===== src/rtl/di_bus_master.sv =====
// DI terminal bus initiator: sequences one read or write command at a time against a responder.
// Defining DI_TIMEOUT_EN adds a wait-timeout abort after TIMEOUT_CYCLES stalled cycles.
module di_bus_master #(
  parameter int unsigned TIMEOUT_CYCLES = 4096
) (
  input  logic        ifclk,
  input  logic        reset,
  input  logic        cmd_valid,
  output logic        cmd_ready,
  input  logic        cmd_write,
  input  logic [15:0] cmd_term,
  input  logic [31:0] cmd_addr,
  input  logic [31:0] cmd_len,
  input  logic [31:0] wdata,
  input  logic        wdata_valid,
  output logic        wdata_ready,
  output logic [31:0] rdata,
  output logic        rdata_valid,
  input  logic        rdata_ready,
  output logic        rsp_valid,
  output logic [15:0] rsp_status,
  output logic        rsp_timeout,
  output logic        busy,
  output logic [15:0] di_term_addr,
  output logic [31:0] di_reg_addr,
  output logic [31:0] di_len,
  output logic        di_read_mode,
  output logic        di_read_req,
  output logic        di_read,
  output logic        di_write_mode,
  output logic        di_write,
  output logic [31:0] di_reg_datai,
  input  logic        di_read_rdy,
  input  logic        di_write_rdy,
  input  logic [31:0] di_reg_datao,
  input  logic [15:0] di_transfer_status,
  output logic [2:0]  state_dbg
);

  typedef enum logic [2:0] {
    IDLE    = 3'd0,
    WR      = 3'd1,
    RD_REQ  = 3'd2,
    RD_WAIT = 3'd3,
    DONE    = 3'd4
  } state_t;

  state_t      state;
  state_t      state_nx;
  logic [29:0] word_cnt;
  logic [15:0] rsp_status_q;
  logic [15:0] done_status;
  logic        last_word;
  logic        accept;
  logic        abort;

  // All handshakes are valid/ready: a transfer happens in a cycle where both are high,
  // valid never waits on ready, and ready may depend combinationally on bus rdy inputs.
  assign cmd_ready = (state == IDLE) & ~reset;
  assign accept    = cmd_valid & cmd_ready;
  assign busy      = (state != IDLE);
  assign last_word = (word_cnt == 30'd1);
  assign state_dbg = state;

  always_comb begin
    state_nx      = state;
    wdata_ready   = 1'b0;
    di_write_mode = 1'b0;
    di_write      = 1'b0;
    di_reg_datai  = 32'd0;
    di_read_mode  = 1'b0;
    di_read_req   = 1'b0;
    di_read       = 1'b0;
    rdata         = 32'd0;
    rdata_valid   = 1'b0;
    rsp_valid     = 1'b0;
    case (state)
      IDLE: begin
        if (accept) begin
          if (cmd_len[31:2] == 30'd0) state_nx = DONE;
          else if (cmd_write)         state_nx = WR;
          else                        state_nx = RD_REQ;
        end
      end
      WR: begin
        di_write_mode = 1'b1;
        wdata_ready   = di_write_rdy;
        di_write      = wdata_valid & di_write_rdy;
        di_reg_datai  = wdata;
        if (di_write && last_word) state_nx = DONE;
        else if (abort)            state_nx = DONE;
      end
      RD_REQ: begin
        di_read_mode = 1'b1;
        di_read_req  = 1'b1;
        state_nx     = RD_WAIT;
      end
      RD_WAIT: begin
        di_read_mode = 1'b1;
        rdata_valid  = di_read_rdy;
        rdata        = di_reg_datao;
        di_read      = di_read_rdy & rdata_ready;
        if (di_read)    state_nx = last_word ? DONE : RD_REQ;
        else if (abort) state_nx = DONE;
      end
      DONE: begin
        rsp_valid = 1'b1;
        state_nx  = IDLE;
      end
      default: state_nx = IDLE;
    endcase
  end

  // Status is presented live during DONE and held in a register afterwards.
  assign rsp_status = (state == DONE) ? done_status : rsp_status_q;

  always_ff @(posedge ifclk or posedge reset) begin
    if (reset) begin
      state        <= IDLE;
      word_cnt     <= 30'd0;
      di_term_addr <= 16'd0;
      di_reg_addr  <= 32'd0;
      di_len       <= 32'd0;
      rsp_status_q <= 16'd0;
    end else begin
      state <= state_nx;
      if (accept) begin
        word_cnt     <= cmd_len[31:2];
        di_term_addr <= cmd_term;
        di_reg_addr  <= cmd_addr;
        di_len       <= cmd_len;
      end else if (di_write || di_read) begin
        word_cnt <= word_cnt - 30'd1;
      end
      if (state == DONE) rsp_status_q <= done_status;
    end
  end

`ifdef DI_TIMEOUT_EN
  logic [31:0] wait_cnt;
  logic        to_flag;
  logic        rsp_timeout_q;
  logic        stall;

  // A stalled cycle is one where the current state is waiting on the responder or writer.
  assign stall = ((state == WR) && !(wdata_valid && di_write_rdy)) ||
                 ((state == RD_WAIT) && !di_read_rdy);
  assign abort       = stall && (wait_cnt >= (TIMEOUT_CYCLES - 32'd1));
  assign done_status = to_flag ? 16'hFFFE : di_transfer_status;
  assign rsp_timeout = (state == DONE) ? to_flag : rsp_timeout_q;

  always_ff @(posedge ifclk or posedge reset) begin
    if (reset) begin
      wait_cnt      <= 32'd0;
      to_flag       <= 1'b0;
      rsp_timeout_q <= 1'b0;
    end else begin
      if ((state_nx != state) || di_write || di_read || di_read_req) wait_cnt <= 32'd0;
      else if (stall)                                             wait_cnt <= wait_cnt + 32'd1;
      if (abort)              to_flag <= 1'b1;
      else if (state == DONE) to_flag <= 1'b0;
      if (state == DONE) rsp_timeout_q <= to_flag;
    end
  end
`else
  logic [31:0] unused_timeout_cfg;

  assign unused_timeout_cfg = TIMEOUT_CYCLES;
  assign abort              = 1'b0;
  assign done_status        = di_transfer_status;
  assign rsp_timeout        = 1'b0;
`endif

endmodule


===== config.mk =====
export PLATFORM = sky130hd
export DESIGN_NAME = di_bus_master
export DESIGN_NICKNAME = d
export VERILOG_FILES = /design/src/rtl/di_bus_master.sv
export SDC_FILE = /design/constraint.sdc
export NUM_CORES = 1
export LEC_CHECK = 0
export CAP_MARGIN = 20
export CORE_MARGIN = 2
export CORE_UTILIZATION = 35
export DETAILED_ROUTE_END_ITERATION = 16
export DONT_BUFFER_PORTS = 1
export PLACE_DENSITY = 0.6
export SYNTH_ARGS = -nofsm -noshare
export SYNTH_HDL_FRONTEND = slang
export SYNTH_SLANG_ARGS = --single-unit

===== constraint.sdc =====
create_clock -name ifclk -period 9.8 [get_ports ifclk]
set_clock_uncertainty 0.1 [all_clocks]
set_input_delay 0.98 -clock ifclk [delete_from_list [all_inputs] [get_ports ifclk]]
set_output_delay 0.98 -clock ifclk [all_outputs]
set_load 0.01 [all_outputs]

==> impl_results.md, run 1 <==
- Outcome: finished clean
- Mean number of vias per cell: 5.16
- Fin. Hold Viols: 0
- Multi-input gate area: 2690 um2
- H-tree levels: 4
- Post-DP HPWL: 14,200 um
- RSZ-0062 raised after global routing: false
- Syn-to-layout area delta: 12.5%
- DR iter-0 viols: 166
- Tmin final: 3300 ps
- Largest fanout on the critical path: 9
- Dominant cells by area after synthesis: dfrtp_1 53%, nand2_1 15%, and2_1 7.0%, mux2_2 3.0%, xnor2_1 2.9%
- Tot GR Track Use: 0.197
- Peak supply drop: 0.131 mV
- Congestion Overflow GR: 0
- First-pass GRT wire length: 27,000 um
- Routed wire length per instance: 20.9 um
- Total core area: 17,100 um2
- Hold WC Path Type: input port to asynchronous set/reset pin
- Drt pass-1 iters: 4
- Synth Area in Adders: 0.00411
- Pwr Total: 0.00227 W
- PostCTS Resize Cnt: 0
- Share of layout cells above drive strength 1: 0.102
- Clock slew seen by the registers of the worst setup and hold paths: 60 ps
- Synth Area in Compound Gates: 0.0492
- Register Area: 3230 um2
- Reg2reg start: state_dbg[0]
- ANT cells: 0
- Number of global-route vias before repair: 4,553
- Synthesized area per cell: 9.13 um2
- Slew HR: 0.287
- Fill cells: 1,678
- Die width: 136 um
- Die H: 136 um
- Simple-gate share of the synthesized area: 0.317
- Worst Setup Start Kind: flip-flop
- CP startpoint: state_dbg[0]
- I/O pin cnt: 342
- Num CTS Buffers: 17
- GPL Wtd Cong: 0.874
- Share of the synthesized area in the top cell type: 0.531
- Std-Cell Rows: 48
- CP Data Required Time: 8720 ps
- CTS max path bufs: 2
- YS warnings: 0
- Max Slew Vio Count: 0
- Die area: 18,400 um2
- Root Buffer: clkbuf_16
- Largest net degree at the start of global routing: 109
- Routed Antenna Nets: 0
- Yosys reg bits: 129
- I/O Buffers: 0
- P_leak: 3.14 nW
- Critical path capture point type: output port
- Nets: 825
- Pwr Density: 332 nW/um2
- Final setup violation count: 0
- Yosys top cell by area: dfrtp_1
- Final TNS setup: 0 ps
- Yosys cell types: 54
- FMAX: 303 MHz
- Post-Synth XOR/XNOR Area: 0.0374
- Multiplexer share of the synthesized area: 0.0296
- Critical Path AT: 2220 ps
- Hold buffer count at CTS: 0
- Setup Buffers After CTS: 0
- Tcrit/Tclk final: 0.337
- Antenna violations before repair: 0
- Worst-skew pair later-pin latency: 400 ps
- Net Count, Synth: 836
- Synthesized cell area: 6080 um2
- Via count: 4,607
- Max Cap Violations: 0
- Setup CP Type: flip-flop to output port
- Final core occ: 0.400
- Syn Inst Count: 666
- Final WL: 18,700 um
- Largest family of logic cells by synthesized area: simple AND/OR/NAND/NOR gates
- Initial Utilization: 0.355
- # DRC: 0
- CTS tree: built
- Tightest Pin Transition: 1070 ps
- Sequential share of the synthesized area: 0.531
- Clk sinks: 129
sequential cells by signal, indices dropped and copies added (netlist names):
name and flops:
di_len 32, di_reg_addr 32, word_cnt 30, di_term_addr 16
rsp_status_q 16, state_dbg 3
routing by layer:
metal  vias up  GRT usage  share of wire
met1      2185      0.202           0.34
met2       243      0.355           0.52
li1       2160          -              -
met4         0     0.0584          0.016
met3        19     0.0947           0.12
met5         -          0              0
cells in the mapped netlist, drive strengths merged:
| cell | n |
|---|---|
| and3b | 1 |
| a21boi | 2 |
| a2111oi | 1 |
| nand3 | 5 |
| a21o | 1 |
| o31a | 2 |
| clkbuf | 27 |
| and3 | 2 |
| nand3b | 2 |
| conb | 1 |
| mux2 | 16 |
| nor2 | 19 |
| buf | 9 |
| o211ai | 1 |
| nand2b | 1 |
| o21a | 1 |
| a211oi | 1 |
| o2bb2ai | 1 |
| o21ai | 25 |
| dfrtp | 129 |
| inv | 5 |
| xor2 | 6 |
| ha | 2 |
| or2b | 2 |
| nor3b | 3 |
| nor4 | 24 |
| nand2 | 249 |
| nand4b | 2 |
| a32oi | 2 |
| a21oi | 5 |
| a31oi | 2 |
| a221o | 1 |
| nor4b | 3 |
| or3 | 1 |
| xnor2 | 20 |
| a32o | 1 |
| or4 | 3 |
| nand4 | 8 |
| and2 | 69 |
| nor2b | 2 |
| nor3 | 9 |
where the power goes:
part / internal [W] / switching, W
Combinational: 0.000232 / 0.000363
Clock: 0.000327 / 0.000240
Sequential: 0.000794 / 0.000314
Total: 0.00135 / 0.000916
path summary, 6_finish.rpt:
| check | endpoint | slack [ps] | depth (start not counted) |
|---|---|---|---|
| setup reg to reg | state_dbg[2] | 6580 | 5 |
| hold reg to reg | rsp_status_q[3] | 440 | 1 |
| setup / recovery | cmd_ready | 6500 | 3 |
| min in group ifclk | rsp_status_q[3] | 440 | 1 |
| hold / removal | di_len[14] | 350 | 1 |
| max in group asynchronous | di_len[18] | 8080 | 3 |
placed cells by master, fill, tap and decap left out, drive strengths merged, types with 10 or more instances in the layout:
cell | Yosys | layout
xnor2 | 20 | 20
dfrtp | 129 | 129
and2 | 69 | 69
mux2 | 16 | 16
o21ai | 25 | 25
nor2 | 19 | 19
inv | 5 | 10
nor4 | 24 | 24
nand2 | 249 | 249
clkbuf | 27 | 19
area by class of cell:
class	count	share of cell area
clock buffer	19	0.0633
tap	225	0.0411
inverter	5	0.00347
sequential	129	0.472
clock inverter	13	0.0154
multi-input combinational	496	0.394
timing repair buffer	6	0.0113
kinds of logic after synthesis:
group,count (synthesis)
AO/OA/AOI/OAI,46
XOR/XNOR,26
adder cells (fa/ha/maj),2
buffers and inverters,41
flip-flops,129
multiplexers,16
other,1
AND/OR/NAND/NOR,405
worst max-delay path, stage by stage, from the launching register on:
cell and delay [ps]:
dfrtp_1 530, nor3_1 720, inv_1 280, nor2_1 290
per-stage QoR:
stage	hold WS [ps]	area, um2	setup WS [ps]	instances
global route	368	6840	6360	893
detailed placement	430	6260	6490	859
finish	352	6840	6500	893
floorplan	413	6080	4650	666
global placement	426	6260	6590	859
CTS	357	6790	6420	891
No activity file was read; power rests on OpenSTA's default activity.
==> inputs of run 2 (changes only) <==
--- a/config.mk
+++ b/config.mk
@@ -10,7 +10,7 @@
 export CORE_UTILIZATION = 35
 export DETAILED_ROUTE_END_ITERATION = 16
 export DONT_BUFFER_PORTS = 1
-export PLACE_DENSITY = 0.6
+export PLACE_DENSITY = 0.62
 export SYNTH_ARGS = -nofsm -noshare
 export SYNTH_HDL_FRONTEND = slang
 export SYNTH_SLANG_ARGS = --single-unit
==> constraint.sdc (replaced) <==
create_clock -name ifclk -period 3 [get_ports ifclk]
set_clock_uncertainty 0.1 [all_clocks]
set_input_delay 0.3 -clock ifclk [delete_from_list [all_inputs] [get_ports ifclk]]
set_output_delay 0.3 -clock ifclk [all_outputs]
set_load 0.01 [all_outputs]
==> run 2 against run 1 <==
Effect of this change: die area unchanged; core utilization is 6.4 points higher; count of clock-buffer cells in the layout shrank 2; final cell count up 12%; power grew to 3.5 times the previous value; sequential power increased to 3.2 times the previous value; setup slack worse by 6100 ps; critical path depth unchanged; cell area is 16% higher; critical path type unchanged; largest cell class unchanged; largest power group unchanged; highest routed layer unchanged.
==> impl_results.md, run 2 (same netlist as run 1, synthesis figures left out) <==
- Worst Setup Start Kind: flip-flop
- Clk sinks: 129 (unchanged)
- Reg2reg setup slack: 580 ps (-6000 ps)
- Antenna violations before repair: 0 (unchanged)
- FMAX: 382 MHz
- Tightest Pin Transition: 890 ps (-179 ps)
- Pwr Density: 992 nW/um2 (+200%)
- First-pass GRT wire length: 29,400 um (+8.8%)
- Reg-to-Reg End: state_dbg[2]
- Largest net degree at the start of global routing: 71 (-35%)
- Max Slew Vio Count: 0 (unchanged)
- FF-to-FF path depth: 5 (unchanged)
- # DRC: 0 (unchanged)
- Die area: 18,400 um2 (unchanged)
- CP Data Required Time: 2600 ps (-6120 ps)
- CP startpoint: state_dbg[2]
- Pwr Total: 0.00787 W (+250%)
- DR iter-0 viols: 320 (+93%)
- Total core area: 17,100 um2 (unchanged)
- Share of layout cells above drive strength 1: 0.104 (+0.00183)
- Hold WC Path Type: input port to flip-flop
- Final WL: 20,000 um (+6.9%)
- Syn-to-layout area delta: 30.4%
- Final setup violation count: 0 (unchanged)
- Critical Path AT: 2220 ps (about the same)
- RSZ-0062 raised after global routing: false
- Initial Utilization: 0.355 (unchanged)
- Tot GR Track Use: 0.212 (+0.0152)
- Tcrit/Tclk final: 0.873
- Critical path capture point type: output port
- Clock slew seen by the registers of the worst setup and hold paths: 60 ps (about the same)
- GPL Wtd Cong: 0.830 (-5.0%)
- Commonest non-fill, non-tap cells in the layout: 248 x nand2_1, 129 x dfrtp_1, 95 x dlygate4sd3_1
- Slew HR: 0.406 (+0.119)
- Die width: 136 um (unchanged)
- I/O Buffers: 0 (unchanged)
- Setup CP Type: flip-flop to output port
- CTS tree: built
- Fill cells: 1,601 (-4.6%)
- Nets: 929 (+13%)
- Reg2reg start: word_cnt[12]
- Peak supply drop: 0.540 mV (+310%)
- Tmin final: 2620 ps
- ANT cells: 0 (unchanged)
- P_leak: 3.62 nW (+15%)
- Routed Antenna Nets: 0 (unchanged)
- Die H: 136 um (unchanged)
- Mean number of vias per cell: 5.01 (-2.8%)
- Routed wire length per instance: 20.0 um (-4.2%)
- Post-DP HPWL: 13,900 um (-2.3%)
- Final Non-Filler Cells: 997 (+12%)
- H-tree levels: 4 (unchanged)
- Drt pass-1 iters: 5 (+1)
- Std-Cell Rows: 48 (unchanged)
- Dpl cells: 870 (+1.3%)
- Fin. Hold Viols: 0 (unchanged)
- PostCTS Resize Cnt: 0 (unchanged)
- Via count: 4,999 (+8.5%)
- Congestion Overflow GR: 0 (unchanged)
- CTS max path bufs: 2 (unchanged)
- I/O pin cnt: 342 (unchanged)
- Outcome: finished clean
- Max Cap Violations: 0 (unchanged)
- Number of global-route vias before repair: 5,169 (+14%)
- Biggest regs: di_len: 32 flops, di_reg_addr: 32 flops, word_cnt: 30 flops
- Largest fanout on the critical path: 12 (+3)
- Root Buffer: clkbuf_16
- Most common cell after layout, fill and taps aside: nand2_1
- Worst-skew pair later-pin latency: 410 ps (about the same)
- Worst Setup EP: rsp_status[6]
- Num CTS Buffers: 17 (unchanged)
## run 2: changes by cell type in the layout (fill, tap and decap cells not counted), sizes merged
| cell | previous run | this run |
|---|---|---|
| dlygate4sd3 | 0 | 95 |
| inv | 10 | 15 |
| buf | 6 | 15 |
| clkinv | 4 | 3 |
| bufinv | 0 | 1 |
| clkbuf | 19 | 17 |
| clkinvlp | 4 | 1 |
## run 2: how the worst min path moves through the flow
stage,startpoint,endpoint,cells after the start,slack (ps)
2_1_floorplan,cmd_len[0],di_len[0],2,310
3_3_place_gp,reset,word_cnt[28],1,140
3_5_place_dp,reset,word_cnt[28],1,150
4_1_cts,di_transfer_status[5],rsp_status_q[5],1,0.04
5_1_grt,di_transfer_status[6],rsp_status_q[6],1,3
6_report,di_transfer_status[15],rsp_status_q[15],1,20
## run 2: final cells by class
type                       instances  area [um2]  share of cell area
tap                              225         282              0.0355
multi-input combinational        496        2710               0.341
clock inverter                    15         183              0.0230
sequential                       129        3230               0.407
inverter                           5        22.5             0.00284
timing repair buffer             110        1090               0.137
clock buffer                      17         425              0.0536
## run 2: critical path, cell delays in order, from the launching register on
cell and delay (ps):
dfrtp_1 590, nor3b_2 510, buf_4 310, mux2_2 400
## run 2: stage by stage
stage	setup WS, ps	instance area (um2)	TNS [ps]	util	hold slack (ps)
floorplan	-544	6160	-48330	-	305
global placement	620	6370	0	0.372	144
detailed placement	604	6370	0	0.372	147
CTS	336	7910	0	0.462	0.0406
global route	276	7930	0	0.464	3.44
finish	381	7930	0	0.464	19.9
## run 2: power breakdown
| part | total (W) | internal, W | switching [W] | leakage [nW] |
|---|---|---|---|---|
| Combinational | 0.00216 | 0.000891 | 0.00127 | 1.73 |
| Sequential | 0.00360 | 0.00259 | 0.00101 | 1.59 |
| Clock | 0.00211 | 0.00120 | 0.000911 | 0.300 |
| Total | 0.00787 | 0.00469 | 0.00319 | 3.62 |
## run 2: repair_timing
item                                   in CTS  in global routing
endpoints found under the hold margin     139                  2
buffers inserted                            0                  0
hold buffers                               93                  2
## run 2: per-layer routing
metal | vias up | wire [um] | global-route usage
met5 | - | 0 | 0
met4 | 0 | 174 | 0.0521
met3 | 7 | 1860 | 0.0708
met2 | 264 | 10400 | 0.373
met1 | 2367 | 7520 | 0.250
li1 | 2361 | - | -
